==> config.mk <==
export PLATFORM = sky130hd
export DESIGN_NAME = rv_mul_engine
export DESIGN_NICKNAME = d
export VERILOG_FILES = /design/src/rtl/rv_mul_engine.sv
export SDC_FILE = /design/constraint.sdc
export NUM_CORES = 1
export LEC_CHECK = 0
export ABC_CLOCK_PERIOD_IN_PS = 10500
export BUFFER_PORTS_ARGS = -buffer_cell sky130_fd_sc_hd__clkbuf_2
export CORE_ASPECT_RATIO = 1.1
export CORE_UTILIZATION = 40
export DETAILED_ROUTE_END_ITERATION = 16
export GPL_TIMING_DRIVEN = 0
export PLACE_DENSITY = 0.61
export SLEW_MARGIN = 20
export SYNTH_ARGS = -nofsm -noshare
export SYNTH_HDL_FRONTEND = slang
export SYNTH_SLANG_ARGS = --single-unit
export TNS_END_PERCENT = 10
==> constraint.sdc <==
create_clock -name clk -period 10.5 [get_ports clk]
set_input_delay 2.1 -clock clk [delete_from_list [all_inputs] [get_ports clk]]
set_output_delay 2.1 -clock clk [all_outputs]
set_load 0.05 [all_outputs]
==> src/rtl/rv_mul_engine.sv <==
// Byte-serial XLEN x XLEN -> low-XLEN multiplier for the MUL path: one 8x8 partial product per cycle.
// Optional build macro MUL_ZERO_SKIP_EN: zero operands complete in one cycle without entering CALC.
module rv_mul_engine #(
  parameter int XLEN = 32
) (
  input  logic            clk,
  input  logic            rst,
  input  logic            start,
  input  logic [XLEN-1:0] opa,
  input  logic [XLEN-1:0] opb,
  output logic            busy,
  output logic            done,
  output logic [XLEN-1:0] result
);

  localparam int NBYTES = XLEN / 8;
  localparam int IW     = (NBYTES > 1) ? $clog2(NBYTES) : 1;

  typedef enum logic [1:0] {
    S_IDLE = 2'd0,
    S_CALC = 2'd1,
    S_DONE = 2'd2
  } state_t;

  state_t          state_r, state_s;
  logic [XLEN-1:0] a_r, b_r, acc_r, result_r, acc_sum_s;
  logic [IW-1:0]   i_r, j_r;
  logic            busy_r, done_r, busy_s, done_s;
  logic            accept_s, last_s, j_wrap_s, zero_s;

  // Unsigned 8x8 product placed at byte offset i+j, truncated to XLEN bits
  function automatic logic [XLEN-1:0] pp_term(input logic [7:0] a_byte, input logic [7:0] b_byte,
                                              input logic [IW-1:0] i, input logic [IW-1:0] j);
    logic [XLEN+15:0] wide;
    wide       = '0;
    wide[15:0] = a_byte * b_byte;
    wide       = wide << ((32'(i) + 32'(j)) * 32'd8);
    return wide[XLEN-1:0];
  endfunction

  assign accept_s  = start && ((state_r == S_IDLE) || (state_r == S_DONE));
  assign last_s    = (state_r == S_CALC) && (i_r == IW'(NBYTES - 1));
  assign j_wrap_s  = (32'(i_r) + 32'(j_r) + 32'd1) >= NBYTES;
  assign acc_sum_s = acc_r + pp_term(a_r[{i_r, 3'b000} +: 8], b_r[{j_r, 3'b000} +: 8], i_r, j_r);

`ifdef MUL_ZERO_SKIP_EN
  assign zero_s = (opa == '0) || (opb == '0);
`else
  assign zero_s = 1'b0;
`endif

  // State register plus registered busy/done flags
  always_ff @(posedge clk) begin
    if (rst) begin
      state_r <= S_IDLE;
      busy_r  <= 1'b0;
      done_r  <= 1'b0;
    end else begin
      state_r <= state_s;
      busy_r  <= busy_s;
      done_r  <= done_s;
    end
  end

  // Next-state logic
  always_comb begin
    state_s = state_r;
    case (state_r)
      S_IDLE, S_DONE: begin
        if (start) begin
          state_s = zero_s ? S_DONE : S_CALC;
        end else begin
          state_s = S_IDLE;
        end
      end
      S_CALC: begin
        if (last_s) begin
          state_s = S_DONE;
        end else begin
          state_s = S_CALC;
        end
      end
      default: state_s = S_IDLE;
    endcase
  end

  // Flags follow the state being entered so they line up with it after the edge
  always_comb begin
    busy_s = 1'b0;
    done_s = 1'b0;
    case (state_s)
      S_CALC:  busy_s = 1'b1;
      S_DONE:  done_s = 1'b1;
      default: begin
        busy_s = 1'b0;
        done_s = 1'b0;
      end
    endcase
  end

  // Operand capture, byte-pair sequencing, accumulation and result latch
  always_ff @(posedge clk) begin
    if (rst) begin
      a_r      <= '0;
      b_r      <= '0;
      acc_r    <= '0;
      i_r      <= '0;
      j_r      <= '0;
      result_r <= '0;
    end else if (accept_s) begin
      a_r   <= opa;
      b_r   <= opb;
      acc_r <= '0;
      i_r   <= '0;
      j_r   <= '0;
      if (zero_s) begin
        result_r <= '0;
      end
    end else if (state_r == S_CALC) begin
      acc_r <= acc_sum_s;
      if (j_wrap_s) begin
        i_r <= i_r + 1'b1;
        j_r <= '0;
      end else begin
        j_r <= j_r + 1'b1;
      end
      if (last_s) begin
        result_r <= acc_sum_s;
      end
    end
  end

  assign busy   = busy_r;
  assign done   = done_r;
  assign result = result_r;

endmodule

==> flow_metrics.env, run 1 <==
export IMPL_status="finished clean"
export IMPL_p_comb_share_pct=13.0
export IMPL_timing_fmax_mhz=114
export IMPL_pwr_share_seq_pct=41.3
export IMPL_final_area_sq_um=10400
export IMPL_drv_cap=0
export IMPL_hold_class="reg2reg"
export IMPL_crit_start="j_r[0]"
export IMPL_cts_buffer_depth=2
export IMPL_async_flop_share_pct=0
export IMPL_internal_power_uw=939
export IMPL_routabilityCongestion=0.905
export IMPL_fp_dieH_um=159
export IMPL_clk_pin_slew_worst_paths_ns=0.06
export IMPL_drt_wl_total_um=24100
export IMPL_power_share_clock_pct=45.7
export IMPL_vias_per_cell=5.19
export IMPL_ys_ff_latch=136
export IMPL_path_depth=27
export IMPL_fin_crit_sh_pct=83.7
export IMPL_cts_tree="done"
export IMPL_grt_pass1_wl_um=39800
export IMPL_grt_setup_unrepaired="no"
export IMPL_drc_errors=0
export IMPL_dr_pass1_iters=5
export IMPL_top_layer="met4"
export IMPL_ys_flop_type="dfxtp_1"
export IMPL_grt_max_degree=17
export IMPL_cp_endpoint="result[30]"
export IMPL_hold_viol=0
export IMPL_synth_edf_count=0
export IMPL_yosysWarnings=0
export IMPL_worstReg2RegEnd="result[30]"
export IMPL_syn_instance_count=1113
export IMPL_fp_dieArea_sq_um=23100
export IMPL_cp_required_ns=10.81
export IMPL_reg2regPathDepth=27
export IMPL_synth_nets=1287
export IMPL_setup_violations=0
export IMPL_area_delta_synth_final_pct=16.2
export IMPL_hpwl_um=19000
export IMPL_hold_buffers=0
export IMPL_place_area_sq_um=9860
export IMPL_cp_buffers_inverters=3
export IMPL_fp_dieW_um=145
export IMPL_arrival_ns=9.10
export IMPL_rows=57
export IMPL_portBuffers=100
export IMPL_clock_sink_count=136
export IMPL_pwr_density_cell_nw_per_um2=126
export IMPL_max_slew_margin_pct=43.9
export IMPL_post_cts_repair_setup_buffers=0
export IMPL_critPathKind="reg2reg"
export IMPL_cts_buffers=17
export IMPL_hold_depth=2
export IMPL_route_met3_wl_um=943
export IMPL_drt_met1_wl_um=11600
export IMPL_total_power_mw=1.32
export IMPL_final_cell_mix="257 x nand2_1, 147 x a21oi_1, 136 x dfxtp_1, 100 x clkbuf_2, 69 x ha_1"
export IMPL_tightest_slew_ns=0.842
export IMPL_syn_mean_instance_area_sq_um=8.07
export IMPL_drv_slew=0
export IMPL_grt_pass1_vias=7702
export IMPL_drive_above_1_share_pct=12.4
export IMPL_tns_ns=0
export IMPL_cts_root_buf="clkbuf_16"
export IMPL_syn_area_sq_um=8990
export IMPL_mostFrequentLayoutCell="nand2_1"
export IMPL_wl_per_cell_um=15.6
export IMPL_cp_end_kind="flop"
export IMPL_io_pins=101
export IMPL_critical_path_max_fanout=10
export IMPL_overflow=0
export IMPL_core_sq_um=22000
export IMPL_ff2ff_setup_slack_ns=1.71
export IMPL_ys_types=53
export IMPL_nets=1406
export IMPL_clock_skew_ns=0.0125
export IMPL_grt_use_total_pct=21.6
export IMPL_slowest_delay_ns=0.70
export IMPL_yosysSeqAreaShare_pct=30.3
export IMPL_n_antenna_cell=0
export IMPL_utilization_pct=47.4
export IMPL_vdd_drop_max_v=0.0000986
export IMPL_hp_start="result[14]"
export IMPL_p_sw_uw=377
export IMPL_initial_core_util_pct=40.8
export IMPL_regToRegStartpoint="j_r[0]"
export IMPL_slowest_stage="mux4_2"
export IMPL_cpMostUsedCell="fa_1"
export IMPL_cp_start_kind="flop"
export IMPL_htreeDepth=4
export IMPL_drtIter0Drc=463
export IMPL_ant_nets=0
export IMPL_vias=7991
export IMPL_dr_wl_met2_um=11300
export IMPL_power_leakage_nw=4.64
export IMPL_final_min_clock_period_ns=8.79
export IMPL_crit_family="adder cells"
export IMPL_antenna_found_initial=0
export IMPL_cts_repair_resized=0
export IMPL_switching_share_pct=28.6
export IMPL_clk_latency_ns=0.43
per-stage QoR:
step           hold slack, ns  cells  worst slack (ns)
6_report                0.452   1540              1.71
3_5_place_dp            0.445   1508              1.72
4_1_cts                 0.454   1540              1.68
2_1_floorplan           0.433   1113              2.91
3_3_place_gp            0.439   1508              1.74
5_1_grt                 0.475   1540              1.14
final cells by class:
| cell class | instances | area (sq um) |
|---|---|---|
| Buffer | 56 | 214 |
| Clock buffer | 19 | 453 |
| Clock inverter | 13 | 134 |
| Fill cell | 2202 | 11600 |
| Inverter | 60 | 225 |
| Multi-Input combinational cell | 861 | 5830 |
| Sequential cell | 136 | 2720 |
| Tap cell | 295 | 369 |
| Timing Repair Buffer | 100 | 500 |
power by group through the flow:
stage / Sequential [mW] / Clock (mW) / Combinational [mW]
2_1_floorplan: 0.552 / 0 / 0.113
3_3_place_gp: 0.555 / 0 / 0.169
3_5_place_dp: 0.555 / 0 / 0.171
4_1_cts: 0.544 / 0.610 / 0.172
5_1_grt: 0.545 / 0.634 / 0.192
6_report: 0.544 / 0.601 / 0.171
cells in the mapped netlist, types with 2 or more instances:
cell / n / area share [%]
and2_1: 54 / 3.8
xor2_1: 14 / 1.4
nor2b_1: 6 / 0.42
ha_1: 69 / 9.6
o21ai_1: 2 / 0.11
mux2i_1: 2 / 0.22
nand4b_1: 2 / 0.19
a31oi_1: 5 / 0.35
nor2_1: 60 / 2.5
a41oi_1: 3 / 0.29
xnor2_1: 22 / 2.1
mux4_2: 16 / 4.0
o22ai_1: 8 / 0.56
o21a_1: 7 / 0.58
a211oi_1: 10 / 0.84
fa_1: 38 / 8.5
nand3_1: 16 / 0.89
o211ai_1: 3 / 0.25
nor3_1: 14 / 0.78
nand2_1: 257 / 11
a211o_1: 3 / 0.29
nor3b_1: 2 / 0.17
nand3b_1: 4 / 0.33
o21ai_0: 21 / 1.2
or3_1: 4 / 0.28
o31ai_1: 3 / 0.25
inv_1: 60 / 2.5
or4_1: 5 / 0.42
a21o_1: 19 / 1.6
and3_1: 4 / 0.28
clkbuf_1: 48 / 2.0
dfxtp_1: 136 / 30
a41o_1: 3 / 0.33
nand4_1: 8 / 0.56
nand2b_1: 9 / 0.63
buf_1: 7 / 0.29
o31a_1: 2 / 0.19
or2_2: 3 / 0.21
a21oi_1: 147 / 8.2
o21bai_1: 4 / 0.33
cells by family (layout without fill, tap and decap cells):
logic type / Yosys count / count (layout) / share of synthesized area (%)
fa+ha+maj: 107 / 107 / 18.1
flops: 136 / 136 / 30.3
xor+xnor: 37 / 37 / 3.77
compound gates: 248 / 248 / 16.3
simple gates: 450 / 450 / 22.3
buf+inv: 116 / 248 / 4.89
mux: 19 / 19 / 4.36
sequential cells by signal (all words and copies together), names as in the netlist:
| signal | count |
|---|---|
| b_r | 32 |
| result | 32 |
| done | 1 |
| a_r | 32 |
| i_r | 2 |
| j_r | 2 |
| acc_r | 32 |
| state_r | 2 |
| busy | 1 |
how the worst min path moves through the flow:
| stage | end | slack [ns] |
|---|---|---|
| floorplan | a_r[16] | 0.43 |
| global placement | b_r[16] | 0.44 |
| detailed placement | b_r[16] | 0.45 |
| CTS | result[14] | 0.45 |
| global route | b_r[17] | 0.47 |
| finish | result[14] | 0.45 |
tightest hold or removal path, stage by stage (launching register included):
cell and delay, ns:
dfxtp_1 0.31, nand2_1 0.05, a21oi_1 0.05
metal layers:
metal	GRT usage [%]	up-vias
met2	35.3	162
met1	29.9	3787
met5	0	-
met4	5.17	0
met3	3.04	19
li1	-	4023
(Power assumes the default switching activity.)
==> run 2, diff against run 1 <==
--- a/config.mk
+++ b/config.mk
@@ -5,7 +5,7 @@
 export SDC_FILE = /design/constraint.sdc
 export NUM_CORES = 1
 export LEC_CHECK = 0
-export ABC_CLOCK_PERIOD_IN_PS = 10500
+export ABC_CLOCK_PERIOD_IN_PS = 9170
 export BUFFER_PORTS_ARGS = -buffer_cell sky130_fd_sc_hd__clkbuf_2
 export CORE_ASPECT_RATIO = 1.1
 export CORE_UTILIZATION = 40
==> constraint.sdc (replaced) <==
create_clock -name clk -period 9.17 [get_ports clk]
set_input_delay 1.834 -clock clk [delete_from_list [all_inputs] [get_ports clk]]
set_output_delay 1.834 -clock clk [all_outputs]
set_load 0.05 [all_outputs]
==> run 2 against run 1 <==
Net effect:
- die area stayed put
- critical endpoint unchanged
- via count is 0.15% higher
- sequential power is 14% higher
- largest cell class unchanged
- highest routed layer unchanged
- global-route usage stayed put
- sequential cell count stayed put
- critical path type unchanged
==> flow_metrics.env, run 2 (synthesis results as in run 1) <==
export IMPL_busiest_layer="met2"
export IMPL_max_slew_margin_pct=51.2
export IMPL_drc_errors=0
export IMPL_io_pins=101
export IMPL_regToRegStartpoint="i_r[0]"
export IMPL_htreeDepth=4
export IMPL_mostFrequentLayoutCell="nand2_1"
export IMPL_antenna_found_initial=0
export IMPL_wl_per_cell_um=15.6
export IMPL_cts_buffers=17
export IMPL_hold_buffers=0
export IMPL_holdWs_ns=0.452
export IMPL_cp_required_ns=9.48
export IMPL_slowest_stage="mux4_2"
export IMPL_cp_start_kind="flop"
export IMPL_status="finished clean"
export IMPL_drt_wl_total_um=24100
export IMPL_fp_dieArea_sq_um=23100
export IMPL_drive_above_1_share_pct=12.6
export IMPL_tightest_slew_ns=0.732
export IMPL_critPathKind="reg2reg"
export IMPL_crit_start="i_r[0]"
export IMPL_cts_root_buf="clkbuf_16"
export IMPL_clock_sink_count=136
export IMPL_vias_per_cell=5.20
export IMPL_post_cts_repair_setup_buffers=0
export IMPL_hpwl_um=19000
export IMPL_grt_setup_unrepaired="no"
export IMPL_portBuffers=100
export IMPL_cpMostUsedCell="fa_1"
export IMPL_vias=8003
export IMPL_area_delta_synth_final_pct=16.2
export IMPL_final_cell_mix="257 x nand2_1, 147 x a21oi_1, 136 x dfxtp_1, 102 x clkbuf_2, 69 x ha_1"
export IMPL_tns_ns=0
export IMPL_hold_class="reg2reg"
export IMPL_cp_buffers_inverters=3
export IMPL_fin_cells=1540
export IMPL_nets=1406
export IMPL_core_sq_um=22000
export IMPL_grt_use_total_pct=21.6
export IMPL_placed_cells=1508
export IMPL_clock_skew_ns=0.0180
export IMPL_power_leakage_nw=4.64
export IMPL_grt_pass1_wl_um=39800
export IMPL_clk_pin_slew_worst_paths_ns=0.06
export IMPL_use_met3_pct=3.04
export IMPL_setup_violations=0
export IMPL_timing_fmax_mhz=118
export IMPL_cts_buffer_depth=2
export IMPL_grt_pass1_vias=7702
export IMPL_dr_pass1_iters=5
export IMPL_clk_latency_ns=0.43
export IMPL_vdd_drop_max_v=0.000113
export IMPL_fp_dieH_um=159
export IMPL_cts_tree="done"
export IMPL_rows=57
export IMPL_fin_crit_sh_pct=92.5
export IMPL_drtIter0Drc=459
export IMPL_use_met2_pct=35.3
export IMPL_slowest_delay_ns=0.69
export IMPL_arrival_ns=8.80
export IMPL_overflow=0
export IMPL_use_met1_pct=29.9
export IMPL_drv_slew=0
export IMPL_pwr_density_cell_nw_per_um2=144
export IMPL_drv_cap=0
export IMPL_cp_end_kind="flop"
export IMPL_routabilityCongestion=0.905
export IMPL_crit_family="adder cells"
export IMPL_grt_max_degree=17
export IMPL_n_antenna_cell=0
export IMPL_hold_viol=0
export IMPL_critical_path_max_fanout=9
export IMPL_hp_start="result[14]"
export IMPL_final_min_clock_period_ns=8.48
export IMPL_initial_core_util_pct=40.8
export IMPL_fp_dieW_um=145
export IMPL_ant_nets=0
[run 2: area by class of cell]
cell class | instances | area [sq um]
Buffer | 56 | 216
Clock buffer | 19 | 453
Clock inverter | 13 | 134
Fill cell | 2203 | 11600
Inverter | 60 | 225
Multi-Input combinational cell | 861 | 5830
Sequential cell | 136 | 2720
Tap cell | 295 | 369
Timing Repair Buffer | 100 | 500
[run 2: layer usage]
| layer | part of all wire (%) | wire length [um] | vias to the layer above |
|---|---|---|---|
| li1 | - | - | 4025 |
| met1 | 48 | 11500 | 3791 |
| met2 | 47 | 11300 | 169 |
| met3 | 4.2 | 1020 | 18 |
| met4 | 1.1 | 260 | 0 |
| met5 | 0 | 0 | - |
[run 2: through the flow]
step                util, %  instance area (sq um)  setup WS, ns  power (mW)
finish                 47.4                  10400         0.686        1.51
global route           47.4                  10400         0.141        1.57
CTS                    47.4                  10400         0.347        1.52
detailed placement     44.7                   9860         0.388       0.831
global placement       44.7                   9860         0.408       0.829
floorplan                 -                   8990          1.58       0.761
[run 2: path summary, 6_finish.rpt]
check | end | slack, ns | depth (start not counted)
setup / recovery | result[30] | 0.69 | 27
hold reg to reg | result[14] | 0.45 | 2
setup reg to reg | result[30] | 0.69 | 27
hold / removal | result[14] | 0.45 | 2
[run 2: power breakdown]
| group | leakage [nW] | internal (mW) | switching (mW) |
|---|---|---|---|
| Combinational | 3.26 | 0.0686 | 0.127 |
| Sequential | 1.11 | 0.611 | 0.0114 |
| Clock | 0.280 | 0.396 | 0.294 |
[run 2: timing repair]
action,4_1_cts,5_1_grt
setup endpoints to repair,0,1
resized for setup,0,5
hold endpoints to repair,0,0
[run 2: worst min-delay path, delay by kind of cell, from the launching register on]
kind	cells	cell delay [ns]
flip-flops	1	0.31
AND/OR/NAND/NOR	1	0.05
AO/OA/AOI/OAI	1	0.05
==> run 3, diff against run 2 <==
--- a/config.mk
+++ b/config.mk
@@ -11,7 +11,8 @@
 export CORE_UTILIZATION = 40
 export DETAILED_ROUTE_END_ITERATION = 16
 export GPL_TIMING_DRIVEN = 0
-export PLACE_DENSITY = 0.61
+export PLACE_DENSITY_LB_ADDON = 0.1
+export SETUP_SLACK_MARGIN = 0.2
 export SLEW_MARGIN = 20
 export SYNTH_ARGS = -nofsm -noshare
 export SYNTH_HDL_FRONTEND = slang
==> run 3 against run 2 <==
Net effect:
- non-clock buffer count did not move
- cell count shrank 0.13%
- worst hold slack got worse by 0.0011 ns
- die area did not move
- via count rose by 0.90%
- worst setup slack improved by 0.026 ns
- sequential cell count did not move
- register-to-register slack improved by 0.03 ns
- design area increased by 0.30%
- highest routed layer unchanged
==> flow_metrics.env, run 3 (synthesis results as in run 1) <==
export IMPL_final_min_clock_period_ns=8.46
export IMPL_status="finished clean"
export IMPL_final_cell_mix="257 x nand2_1, 147 x a21oi_1, 136 x dfxtp_1, 102 x clkbuf_2, 69 x ha_1"
export IMPL_cts_tree="done"
export IMPL_tightest_slew_ns=0.712
export IMPL_holdPathEnd="b_r[16]"
export IMPL_fp_dieW_um=145
export IMPL_overflow=0
export IMPL_tns_ns=0
export IMPL_cts_root_buf="clkbuf_16"
export IMPL_timing_fmax_mhz=118
export IMPL_core_sq_um=22000
export IMPL_ant_nets=0
export IMPL_rows=57
export IMPL_hp_start="b_r[16]"
export IMPL_wl_per_cell_um=16.4
export IMPL_initial_core_util_pct=40.8
export IMPL_critPathKind="reg2reg"
export IMPL_antenna_found_initial=0
export IMPL_vias_per_cell=5.25
export IMPL_cp_end_kind="flop"
export IMPL_grt_setup_unrepaired="no"
export IMPL_hold_class="reg2reg"
export IMPL_worstReg2RegEnd="result[30]"
export IMPL_setup_ws_ns=0.713
export IMPL_pwr_density_cell_nw_per_um2=147
export IMPL_grt_use_total_pct=22.1
export IMPL_area_delta_synth_final_pct=16.6
export IMPL_reg2regPathDepth=27
export IMPL_grt_pass1_vias=7556
export IMPL_drive_above_1_share_pct=12.6
export IMPL_clk_latency_ns=0.42
export IMPL_drc_errors=0
export IMPL_hpwl_um=19800
export IMPL_cp_start_kind="flop"
export IMPL_pre_cts_slack_ns=0.332
export IMPL_nets=1406
export IMPL_vdd_drop_max_v=0.000103
export IMPL_dr_pass1_iters=5
export IMPL_portBuffers=100
export IMPL_htreeDepth=4
export IMPL_post_cts_repair_setup_buffers=0
export IMPL_cts_buffers=17
export IMPL_clock_skew_ns=0.0121
export IMPL_cp_required_ns=9.48
export IMPL_hold_depth=2
export IMPL_n_antenna_cell=0
export IMPL_clock_sink_count=136
export IMPL_fin_crit_sh_pct=92.2
export IMPL_io_pins=101
export IMPL_power_leakage_nw=4.66
export IMPL_drv_cap=0
export IMPL_drt_wl_total_um=25200
export IMPL_fp_dieH_um=159
export IMPL_critical_path_max_fanout=9
export IMPL_arrival_ns=8.77
export IMPL_ff2ff_setup_slack_ns=0.71
export IMPL_grt_pass1_wl_um=39900
export IMPL_drtIter0Drc=425
export IMPL_hold_viol=0
export IMPL_setup_violations=0
export IMPL_clk_pin_slew_worst_paths_ns=0.06
export IMPL_drv_slew=0
export IMPL_vias=8075
export IMPL_routabilityCongestion=0.888
export IMPL_fill_cells=2247
export IMPL_grt_max_degree=17
export IMPL_regToRegStartpoint="i_r[0]"
export IMPL_fp_dieArea_sq_um=23100
export IMPL_max_slew_margin_pct=52.5
export IMPL_mostFrequentLayoutCell="nand2_1"
export IMPL_cts_buffer_depth=2
## run 3: how the worst max path moves through the flow
stage | from | to | slack, ns | cells past startpoint
global route | i_r[0] | result[30] | 0.25 | 27
detailed placement | i_r[0] | result[30] | 0.33 | 27
finish | i_r[0] | result[30] | 0.71 | 27
CTS | i_r[0] | result[30] | 0.29 | 27
global placement | i_r[0] | result[30] | 0.33 | 27
floorplan | j_r[0] | result[30] | 1.58 | 27
## run 3: what timing repair did
item	4_1_cts	5_1_grt
hold endpoints to repair	0	0
hold buffers	0	0
resized for setup	0	7
setup endpoints to repair	0	2
## run 3: metal layers
layer	GRT usage (%)	vias up	part of all wire (%)
met5	0	-	0
li1	-	4014	-
met1	30.9	3846	48
met4	6.67	0	1.7
met3	3.21	31	3.7
met2	35.1	184	47
## run 3: critical path, stage by stage (launching register included)
cell,delay (ns)
dfxtp_1,0.38
clkbuf_2,0.35
mux4_2,0.69
and2_1,0.21
fa_1,0.50
fa_1,0.54
fa_1,0.55
inv_1,0.06
fa_1,0.52
inv_1,0.04
ha_1,0.33
o21a_1,0.18
o21a_1,0.17
a2111oi_0,0.55
o41ai_1,0.18
xnor2_1,0.22
mux2_2,0.22
nor2_1,0.05
ha_1,0.38
and3_1,0.24
nand4_1,0.18
nor3_1,0.21
o21ai_0,0.17
nand2_1,0.22
a41oi_1,0.29
o311ai_2,0.51
nor4b_1,0.11
a211o_1,0.28
## run 3: power by group
group / total [mW] / internal [mW] / switching [mW]
logic: 0.199 / 0.0686 / 0.130
registers: 0.623 / 0.611 / 0.0116
clock network: 0.722 / 0.448 / 0.274
total: 1.54 / 1.13 / 0.415
## run 3: cell type report
cell class / count / area [sq um] / share of cell area [%]
multi-input combinational: 861 / 5830 / 55.7
sequential: 136 / 2720 / 26.0
timing repair buffer: 100 / 500 / 4.78
clock buffer: 20 / 467 / 4.45
tap: 295 / 369 / 3.52
inverter: 60 / 225 / 2.15
buffer: 56 / 216 / 2.07
clock inverter: 10 / 144 / 1.37
## run 3: metrics by stage
| stage | hold slack, ns | std cells | instance area, sq um | power (mW) | utilization, % |
|---|---|---|---|---|---|
| floorplan | 0.433 | 1113 | 8990 | 0.761 | - |
| global placement | 0.440 | 1508 | 9860 | 0.834 | 44.7 |
| detailed placement | 0.444 | 1508 | 9860 | 0.835 | 44.7 |
| CTS | 0.453 | 1538 | 10500 | 1.56 | 47.5 |
| global route | 0.469 | 1538 | 10500 | 1.61 | 47.5 |
| finish | 0.451 | 1538 | 10500 | 1.54 | 47.5 |
